`config.mk`:
```
export PLATFORM = sky130hd
export DESIGN_NAME = if_fetch_unit
export DESIGN_NICKNAME = d
export VERILOG_FILES = /design/src/rtl/if_fetch_unit.sv
export SDC_FILE = /design/constraint.sdc
export NUM_CORES = 1
export LEC_CHECK = 0
export CORE_MARGIN = 4
export CORE_UTILIZATION = 50
export DETAILED_ROUTE_END_ITERATION = 10
export PLACE_DENSITY = 0.84
export SLEW_MARGIN = 20
export SYNTH_ARGS = -nofsm -noshare
export SYNTH_HDL_FRONTEND = slang
export SYNTH_SLANG_ARGS = --single-unit
```
`constraint.sdc`:
```
create_clock -name clock -period 7.9 [get_ports clock]
set_clock_uncertainty 0.05 [all_clocks]
set_input_delay 1.58 -clock clock [delete_from_list [all_inputs] [get_ports clock]]
set_output_delay 1.58 -clock clock [all_outputs]
set_load 0.005 [all_outputs]
```
`src/rtl/if_fetch_unit.sv`:
```
// ---------------------------------------------------------------------------
// if_fetch_unit
// Instruction-fetch stage. Owns the PC, fetches one instruction word per
// instruction over a req/ack handshake with instruction memory, presents it
// downstream with a valid/taken handshake, then waits for the EX stage to
// supply the next PC. Only one instruction is in flight at a time.
//
// Configuration macro: IF_FETCH_ALIGN_TRAP_EN
//   defined   : a misaligned next-PC load redirects to FAULT_PC and sets the
//               sticky fetchFault flag.
//   undefined : the low two bits of a next-PC load are cleared and
//               fetchFault stays 0.
//
// Ports
//   clock        in   system clock, rising edge
//   reset        in   asynchronous, active-high reset
//   toPC         in   next PC from EX stage
//   nextPCValid  in   one-cycle strobe qualifying toPC
//   imemReq      out  instruction memory read request
//   imemAddr     out  read address (current PC)
//   imemAck      in   read complete, imemData valid this cycle
//   imemData     in   instruction word from memory
//   instr        out  fetched instruction
//   incrPC       out  PC+4 of the fetched instruction
//   instrValid   out  instr/incrPC valid for downstream
//   instrTaken   in   downstream accepts instr (qualified by instrValid)
//   fetchCount   out  number of instructions handed downstream (wraps)
//   fetchFault   out  sticky misaligned-target flag
// ---------------------------------------------------------------------------
module if_fetch_unit #(
  parameter logic [31:0] RESET_PC = 32'h0000_0000,
  parameter logic [31:0] FAULT_PC = 32'h0000_0080
) (
  input  logic        clock,
  input  logic        reset,
  input  logic [31:0] toPC,
  input  logic        nextPCValid,
  output logic        imemReq,
  output logic [31:0] imemAddr,
  input  logic        imemAck,
  input  logic [31:0] imemData,
  output logic [31:0] instr,
  output logic [31:0] incrPC,
  output logic        instrValid,
  input  logic        instrTaken,
  output logic [31:0] fetchCount,
  output logic        fetchFault
);

  typedef enum logic [1:0] {
    S_IDLE   = 2'd0,
    S_REQ    = 2'd1,
    S_VALID  = 2'd2,
    S_WAITPC = 2'd3
  } state_t;

  state_t      state_r;
  logic [31:0] pc_r;
  logic [31:0] pendPc_r;
  logic        pendV_r;
  logic [32:0] directLoad_s;
  logic [32:0] pendLoad_s;

  // Resolve a next-PC target into {fault, pcToLoad}.
  function automatic logic [32:0] loadTarget(input logic [31:0] target);
`ifdef IF_FETCH_ALIGN_TRAP_EN
    if (target[1:0] != 2'b00) begin
      loadTarget = {1'b1, FAULT_PC};
    end else begin
      loadTarget = {1'b0, target};
    end
`else
    loadTarget = {1'b0, target & 32'hFFFF_FFFC};
`endif
  endfunction

  // Candidate PC loads from the live strobe and from the pending register.
  always_comb begin
    directLoad_s = loadTarget(toPC);
    pendLoad_s   = loadTarget(pendPc_r);
  end

  // Fetch state machine; every output is a register written here.
  always_ff @(posedge clock or posedge reset) begin
    if (reset) begin
      state_r    <= S_IDLE;
      pc_r       <= RESET_PC;
      pendPc_r   <= 32'h0000_0000;
      pendV_r    <= 1'b0;
      imemReq    <= 1'b0;
      imemAddr   <= RESET_PC;
      instr      <= 32'h0000_0000;
      incrPC     <= 32'h0000_0000;
      instrValid <= 1'b0;
      fetchCount <= 32'h0000_0000;
      fetchFault <= 1'b0;
    end else begin
      case (state_r)
        S_IDLE: begin
          imemReq <= 1'b1;
          state_r <= S_REQ;
        end
        S_REQ: begin
          // A next-PC strobe during the fetch is parked until hand-off.
          if (nextPCValid) begin
            pendPc_r <= toPC;
            pendV_r  <= 1'b1;
          end
          if (imemAck) begin
            instr      <= imemData;
            incrPC     <= pc_r + 32'd4;
            imemReq    <= 1'b0;
            instrValid <= 1'b1;
            state_r    <= S_VALID;
          end
        end
        S_VALID: begin
          if (instrTaken) begin
            fetchCount <= fetchCount + 32'd1;
            instrValid <= 1'b0;
            if (nextPCValid) begin
              // Live strobe supersedes anything parked earlier.
              pc_r       <= directLoad_s[31:0];
              imemAddr   <= directLoad_s[31:0];
              fetchFault <= fetchFault | directLoad_s[32];
              pendV_r    <= 1'b0;
              imemReq    <= 1'b1;
              state_r    <= S_REQ;
            end else if (pendV_r) begin
              pc_r       <= pendLoad_s[31:0];
              imemAddr   <= pendLoad_s[31:0];
              fetchFault <= fetchFault | pendLoad_s[32];
              pendV_r    <= 1'b0;
              imemReq    <= 1'b1;
              state_r    <= S_REQ;
            end else begin
              state_r <= S_WAITPC;
            end
          end else if (nextPCValid) begin
            pendPc_r <= toPC;
            pendV_r  <= 1'b1;
          end
        end
        S_WAITPC: begin
          if (nextPCValid) begin
            pc_r       <= directLoad_s[31:0];
            imemAddr   <= directLoad_s[31:0];
            fetchFault <= fetchFault | directLoad_s[32];
            imemReq    <= 1'b1;
            state_r    <= S_REQ;
          end
        end
        default: begin
          state_r    <= S_IDLE;
          imemReq    <= 1'b0;
          instrValid <= 1'b0;
          pendV_r    <= 1'b0;
        end
      endcase
    end
  end

endmodule

```
==> impl_metrics.ini, run 1 <==
[logic_synthesis]
synthCells = 664
synth-seq-cells = 159
synth_area_mm2 = 0.00728
synth_cell_types = 46
async_flop_share_pct = 100
synth_edf_count = 0
yosys.area.top_type = dfrtp_1
synth_top_area_share_pct = 54.6
synth_area_leaders = dfrtp_1 55%, mux2_2 13%, nand2_1 6.8%, xor2_1 2.8%, xnor2_1 2.3%
synthFlopType = dfrtp_1
synth_most_common_cell = dfrtp_1
ys_top_cells_by_count = 159 x dfrtp_1, 132 x nand2_1, 85 x mux2_2
synth_area_per_cell_um2 = 11.0
synth-seq-area-share_pct = 54.6
ys.warnings.count = 0

[final_layout]
antennaDiodeCount = 0
synthToLayoutAreaGrowth_pct = 36.7
fillers = 975
post-route-util_pct = 70.6
fin_nets = 920
drive_gt1_share_pct = 16.0

[cts]
clkLatencyLatePin_ns = 0.42
post-cts-setup-buffer-count = 0
cts_tree = built
cts_buffer_depth = 2
ctsResizeCount = 0
root_buffer = clkbuf_16
htreeDepth = 4
cts.reportedPaths.clkPinSlew_ns = 0.06
clock-sinks = 159
cts_hold_repair.buffers = 0
cts_buffers = 17

[drt]
drc = 0
detail-route-antenna-nets = 0
drtIter0Drc = 438
wl_um = 18200
viasPerCell = 5.59
num_vias = 5800
drt_pass1_iterations = 5
wl_per_cell_um = 17.5

[floorplan]
start_util_pct = 51.7
coreArea_mm2 = 0.0141
fp-row-count = 43
die_h_um = 129
io_pins = 200
die-area_mm2 = 0.0166
die_w_um = 129

[setup_path]
start_kind = input port
cp-end-kind = flop
timing.rr.end = incrPC[20]$_DFFE_PP0P_
crit_fanout = 30
cp_num_buf_inv = 1
path_class = input port to flop
cpMostUsedCell = mux2_2
r2r_slack_ns = 5.61
rr_worst_depth = 5
worstPathArrival_ns = 3.62
cp_slowest_stage_delay_ns = 0.78
crit_chain = clkdlybuf4s50_1 > nor2_4 > mux2_2 > mux2_2
required_ns = 8.15
critical_path.top_delay_family = simple AND/OR/NAND/NOR gates
cp_slowest_cell = nor2_4
r2r_start = pc_r[2]$_DFFE_PP0P_

[timing]
fmax_ghz = 0.297
report.final.hold_viol_count = 0
rsz0062_at_grt = false
setup_ws_ns = 4.53
finalMaxSlewViolations = 0
worstMarginPinSlew_ns = 1.07
layout_min_cycle_time_ns = 3.37
slew-limit-headroom_pct = 28.5
min_period_over_period_pct = 42.6
setup-tns-final_ns = 0
setup_viol = 0

[place]
routabilityCongestion = 0.812
dp_slack_ns = 4.11
io_buffers = 192
detailed_place_hpwl_um = 12900

[grt]
grt_max_degree = 91
grt_pass1_wl_um = 29300
gr-usage-all-layers_pct = 22.1
antenna_found_initial = 0
grt_overflow_total = 0
grt_pass1_vias = 5732

[power_and_ir_drop]
p_total_mw = 3.66
power_leakage_nw = 4.32
power_density_mw_per_mm2 = 367
ir_drop_mv = 0.238

[worst_hold_path]
min_from = instr[8]$_DFFE_PP0P_
min_to = instr[8]$_DFFE_PP0P_
hold_path_class = flop to flop
holdPathStages = 2

[run_status]
status = completed

[flow_run]
maxCapViolCount = 0
## state kept, by name (all words and copies together), names as in the netlist
register,cells
instrValid,1
incrPC,30
pendPc_r,30
pendV_r,1
pc_r,30
state_r,2
fetchCount,32
imemReq,1
instr,32
## metal layers
layer | vias up | track usage, % | part of all wire [%]
li1 | 2677 | - | -
met1 | 2861 | 27.3 | 41
met2 | 221 | 38.1 | 51
met3 | 41 | 5.27 | 5.9
met4 | 0 | 7.78 | 2.2
met5 | - | 0 | 0
## cell families (layout without fill, tap and decap cells)
group	after synthesis	after routing	share of synthesized area, %
flip-flops	159	159	54.6
other	1	5	0.0515
AND/OR/NAND/NOR	260	260	17.6
AO/OA/AOI/OAI	55	55	4.72
XOR/XNOR	42	42	5.05
buffers and inverters	49	239	2.90
adder cells (fa/ha/maj)	5	5	0.859
multiplexers	93	93	14.2
## area by class of cell
cell class / count / area [µm²] / area share (%)
sequential: 159 / 3980 / 40.0
clock inverter: 12 / 159 / 1.60
timing repair buffer: 195 / 1940 / 19.5
multi-input combinational: 460 / 3140 / 31.6
inverter: 13 / 53.8 / 0.540
tap: 180 / 225 / 2.26
clock buffer: 19 / 453 / 4.55
## worst max-delay path by stage
stage,start,to,slack (ns),cells past startpoint
floorplan,reset,fetchCount[0]$_DFFE_PP0P_,1.98,1
global placement,nextPCValid,pc_r[9]$_DFFE_PP0P_,4.15,4
detailed placement,nextPCValid,pc_r[20]$_DFFE_PP0P_,4.11,4
CTS,nextPCValid,pc_r[22]$_DFFE_PP0P_,4.54,4
global route,nextPCValid,pc_r[21]$_DFFE_PP0P_,4.46,4
finish,nextPCValid,pc_r[8]$_DFFE_PP0P_,4.53,4
## metrics by stage
step | instances | hold WS (ns) | cell area, µm²
floorplan | 668 | 0.415 | 7300
CTS | 1038 | 0.431 | 9960
detailed placement | 1007 | 0.412 | 9340
global route | 1038 | 0.447 | 9960
finish | 1038 | 0.427 | 9960
global placement | 1007 | 0.408 | 9340
## power breakdown
part	internal [mW]	total [mW]	leakage (nW)	switching (mW)
clock network	0.514	0.843	0.296	0.329
registers	1.15	1.45	1.95	0.305
logic	0.808	1.36	2.07	0.553
total	2.47	3.66	4.32	1.19
## worst min-delay path: cells and delay by family (launching register included)
family | cells | cell delay, ns
DFF | 1 | 0.34
and+or+nand+nor | 2 | 0.11
## cell usage in the layout (no fill, tap or decap), types with 3 or more instances in the layout
cell             count
dfrtp_1            159
xor2_1              23
a21oi_1              5
mux2_2              85
nor2_1              23
mux2i_1              8
bufinv_16            3
a31oi_1             15
nor3_1               8
conb_1               5
o21ai_0             18
nor4_1               9
nand3_1             19
and4_1               7
clkdlybuf4s50_1    192
xnor2_1             19
nand4_1             17
o31ai_1             11
inv_1               12
and3_1              10
buf_4                3
and2_1               3
nand2_1            131
ha_1                 5
inv_6                3
clkinv_4             3
or4_1               10
clkbuf_16           17
No activity file was read; power rests on OpenSTA's default activity.
==> inputs of run 2 (changes only) <==
- CORE_UTILIZATION: 50 -> 49
- PLACE_DENSITY: 0.84 -> 0.82
- clock period: 7.9 -> 3.55 ns (I/O delays scaled with it)
==> impl_metrics.ini, run 2 (synthesis gave the netlist of run 1 again) <==
[power_and_ir_drop]
p_switching_mw = 2.59
p_int_mw = 5.53
p_clk_share_pct = 23.1
p_seq_share_pct = 39.7
pwr-share-comb_pct = 37.1
power_leakage_nw = 4.32
swShare_pct = 31.9
ir_drop_mv = 0.439
power_density_mw_per_mm2 = 813

[final_layout]
reg_top3 = fetchCount (32), instr (32)
antennaDiodeCount = 0
finalNonFillerCells = 1046
final_common_cell = clkdlybuf4s50_1
fillers = 1067
synthToLayoutAreaGrowth_pct = 37.0
fin_nets = 923
final_cell_mix = 192 x clkdlybuf4s50_1, 159 x dfrtp_1, 131 x nand2_1, 85 x mux2_2
drive_gt1_share_pct = 15.9

[cts]
cts.reportedPaths.clkPinSlew_ns = 0.06
clkLatencyLatePin_ns = 0.42
cts_buffer_depth = 2
root_buffer = clkbuf_16
post-cts-setup-buffer-count = 0
clock-sinks = 159
ctsResizeCount = 0
htreeDepth = 4
cts_tree = built
cts_hold_repair.buffers = 0
cts_buffers = 17

[worst_hold_path]
hold_path_class = flop to flop

[drt]
drt_pass1_iterations = 5
drc = 0
viasPerCell = 5.41
wl_per_cell_um = 17.1
drtIter0Drc = 420
detail-route-antenna-nets = 0
wl_um = 17900
num_vias = 5659

[place]
io_buffers = 192
routabilityCongestion = 0.830
dpl.cell_count = 1014
detailed_place_hpwl_um = 12700

[timing]
finalMaxSlewViolations = 0
setup-tns-final_ns = 0
worstMarginPinSlew_ns = 0.878
fmax_ghz = 0.432
min_period_over_period_pct = 65.2
setup_viol = 0
report.final.hold_viol_count = 0
slew-limit-headroom_pct = 41.5
rsz0062_at_grt = false
layout_min_cycle_time_ns = 2.32

[setup_path]
cp_slowest_cell = or4_2
path_class = flop to flop
crit_fanout = 15
required_ns = 3.84
worstPathArrival_ns = 2.61
start_kind = flop
cp-end-kind = flop
crit_chain = ha_1 > nand3_1 > or4_4 > or4_2 > a31oi_1
cp_slowest_stage_delay_ns = 0.56

[grt]
grt_overflow_total = 0
antenna_found_initial = 0
gr-usage-all-layers_pct = 21.1
grt_max_degree = 160
grt_pass1_vias = 5593
grt_pass1_wl_um = 28100

[floorplan]
die_h_um = 130
io_pins = 200
die_w_um = 130
die-area_mm2 = 0.0169
fp-row-count = 44
start_util_pct = 50.1
coreArea_mm2 = 0.0145

[run_status]
status = completed

[flow_run]
maxCapViolCount = 0
-- run 2: cell count changes in the layout (fill, tap and decap cells not counted) --
cell and delta:
and2_2 +1, and2_4 -1, buf_12 +1, buf_4 +2, bufinv_16 +1, clkbuf_1 +4
clkbuf_8 -2, clkinv_2 +2, clkinv_4 -3, clkinvlp_4 +1, inv_6 -2, nor2_2 +1
nor2_4 -1
-- run 2: metal layers --
metal / routed length [µm] / global-route usage, % / up-vias
met5: 0 / 0 / -
met4: 409 / 8.80 / 0
met3: 1060 / 4.42 / 33
met2: 8760 / 35.1 / 201
met1: 7640 / 27.2 / 2737
li1: - / - / 2688
-- run 2: final timing paths --
check | startpoint | end | slack (ns) | cells past startpoint
worst max-delay path | pc_r[2]$_DFFE_PP0P_ | incrPC[20]$_DFFE_PP0P_ | 1.23 | 5
worst min-delay path | instr[21]$_DFFE_PP0P_ | instr[21]$_DFFE_PP0P_ | 0.43 | 2
worst max register to register | pc_r[2]$_DFFE_PP0P_ | incrPC[20]$_DFFE_PP0P_ | 1.23 | 5
worst min register to register | instr[21]$_DFFE_PP0P_ | instr[21]$_DFFE_PP0P_ | 0.43 | 2
max in group asynchronous | reset | incrPC[13]$_DFFE_PP0P_ | 1.98 | 3
min in group asynchronous | reset | instr[29]$_DFFE_PP0P_ | 0.85 | 3
-- run 2: per-stage QoR --
stage	utilization [%]	area, µm²	total power [mW]	setup WS, ns	hold slack [ns]
CTS	68.7	9980	8.20	1.25	0.427
floorplan	-	7300	4.59	0.775	0.415
global route	68.7	9980	8.63	1.17	0.444
detailed placement	64.5	9380	6.30	0.840	0.412
global placement	64.5	9380	6.13	0.867	0.409
finish	68.7	9980	8.12	1.23	0.427
-- run 2: final cells by class --
| cell class | count | area (µm²) | share of cell area, % |
|---|---|---|---|
| clock buffers | 21 | 440 | 4.41 |
| clock inverters | 11 | 164 | 1.64 |
| inverters | 13 | 52.6 | 0.526 |
| multi-input cells | 460 | 3140 | 31.4 |
| flip-flops and latches | 159 | 3980 | 39.9 |
| well taps | 184 | 230 | 2.31 |
| repair buffers | 198 | 1980 | 19.8 |
-- run 2: power groups by stage --
stage | clock [mW] | combinational [mW] | sequential, mW
floorplan | 0 | 1.46 | 3.13
global placement | 0 | 2.95 | 3.18
detailed placement | 0 | 3.05 | 3.25
CTS | 1.91 | 3.07 | 3.22
global route | 1.99 | 3.31 | 3.33
finish | 1.88 | 3.02 | 3.23
-- run 2: critical path, delay by kind of cell (launching register included) --
kind,cells,cell delay [ns]
simple gates,3,1.26
flops,1,0.49
fa+ha+maj,1,0.26
compound gates,1,0.17
==> edit, RTL diff (flow settings as in run 2) <==
The 4 states of `state_t` get a one-hot encoding in 4 bits.
--- a/src/rtl/if_fetch_unit.sv
+++ b/src/rtl/if_fetch_unit.sv
@@ -48,9 +48,9 @@
 );
 
-  typedef enum logic [1:0] {
-    S_IDLE   = 2'd0,
-    S_REQ    = 2'd1,
-    S_VALID  = 2'd2,
-    S_WAITPC = 2'd3
+  typedef enum logic [3:0] {
+    S_IDLE   = 4'b0001,
+    S_REQ    = 4'b0010,
+    S_VALID  = 4'b0100,
+    S_WAITPC = 4'b1000
   } state_t;
 
Function: same outputs for any inputs over 4 cycles, from zero or initial values and one cycle with reset high; so few cycles prove little.
==> edit against run 2 <==
Wire length up 4.6%; critical path depth up 1; final cell count up 1.7%; setup slack worse by 0.18 ns; worst hold slack worse by 0.0046 ns; power down 5.6%; sequential power about the same; cell area up 1.3%; non-clock buffer count up 3; first-iteration DRC count down 16%; sequential cell count up 2; synthesized area up 2.1%; largest power group unchanged.
==> edit: results (changes against run 2) <==
crit-path max cell delay=0.50 ns (-0.06 ns); CP max FO=30 (+15); Commonest cells post-synth=dfrtp_1 (160), nand2_1 (137), mux2_2 (89); final net count=938 (+1.6%); internal power=5.302 mW (-4.2%); register area share after synthesis=54.16% (-0.46 points); Compound-Gate Fraction of Synth Area=4.725% (about the same); total number of vias=5858 (+3.5%); routed len/inst=17.57 um (+2.8%); leakage power=4.364 nW (+0.92%); Worst IR Drop VDD=629.5 uV (+43%); mux contribution to synthesized area=13.74% (-0.50 points); hold_ws=0.4221 ns (-0.004603 ns); Critical-path top delay cell=clkdlybuf4s50_1; pre-CTS setup slack=0.6430 ns (-0.1971 ns); Final period util=70.37% (+5.1 points); outcome=complete, no violations; largest net degree at the start of global routing=94 (-41%); xor/xnor share of the synthesized area=5.297% (+0.25 points); Remaining DRCs=0 (unchanged); DP Cell Count=1032 (+1.8%); r2r setup slk=1.05 ns (-0.18 ns); Cells after Synth=681 (+2.6%); ranking of synthesized cells by area=dfrtp_1 (54%), mux2_2 (13%), nand2_1 (6.9%); gpl congestion=0.8436 (+1.7%); initial DRC count=353 (-16%); Post-Layout Cell Count=1064 (+1.7%); layout cells sized above 1=15.80% (-0.098 points); Synth cell types=47 (+2.2%); post-synthesis adder-cell area fraction=0.3363% (-0.52 points); HPWL Detailed=13160 um (+3.4%); aggregate global-route resource usage=21.77% (+0.63 points); Slew HR=45.41% (+3.9 points); antenna cell count=0 (unchanged); Largest regs=fetchCount x32, instr x32; CP Data Arrival Time=2.74 ns (+0.13 ns); dpl cell area=9527 um^2 (+1.6%); first-pass GRT wire length=30420 um (+8.4%)
edit: changes by cell type in the layout (fill, tap and decap cells not counted), sizes merged, moves of 4 or more:
cell / delta
or3: +6
o31ai: -4
xnor2: +4
mux2: +4
inv: -5
mux2i: -6
o21ai: +5
or4: -4
nand3: +6
nand2: +5
edit: final timing paths:
kind / from / to / depth (start not counted)
max in group asynchronous: reset / pc_r[23] / 3
setup / recovery: instrTaken / pendPc_r[4] / 6
setup reg to reg: state_r[2] / pc_r[27] / 5
hold reg to reg: instr[26] / instr[26] / 2
hold / removal: instr[26] / instr[26] / 2
min in group asynchronous: reset / instr[26] / 3
edit: logic make-up (layout without fill, tap and decap cells):
logic type	Yosys count	in the layout
AO/OA/AOI/OAI	59	59
other	1	5
XOR/XNOR	45	45
multiplexers	91	91
AND/OR/NAND/NOR	276	276
adder cells (fa/ha/maj)	2	2
flip-flops	161	161
buffers and inverters	46	241
edit: power groups by stage:
stage | registers (mW) | clock network [mW] | logic, mW
2_1_floorplan | 3.08 | 0 | 1.28
3_3_place_gp | 3.20 | 0 | 2.60
3_5_place_dp | 3.23 | 0 | 2.67
4_1_cts | 3.22 | 1.83 | 2.69
6_report | 3.22 | 1.80 | 2.64
5_1_grt | 3.33 | 1.92 | 2.90
edit: area by class of cell:
class                      instances  area, um^2
clock buffer                      24       481.7
clock inverter                     8       102.6
fill                            1111        4588
inverter                           8       33.78
multi-input combinational        478        3206
sequential                       161        4030
tap                              184       230.2
timing repair buffer             201        2027
edit: per-layer routing:
metal | share of wire [%] | vias up | GRT usage (%) | wire, um
met1 | 41 | 2870 | 25.71 | 7622
met4 | 2.0 | 0 | 7.410 | 377
met5 | 0 | - | 0 | 0
met3 | 7.5 | 34 | 7.531 | 1402
met2 | 50 | 207 | 37.36 | 9294
li1 | - | 2747 | - | -
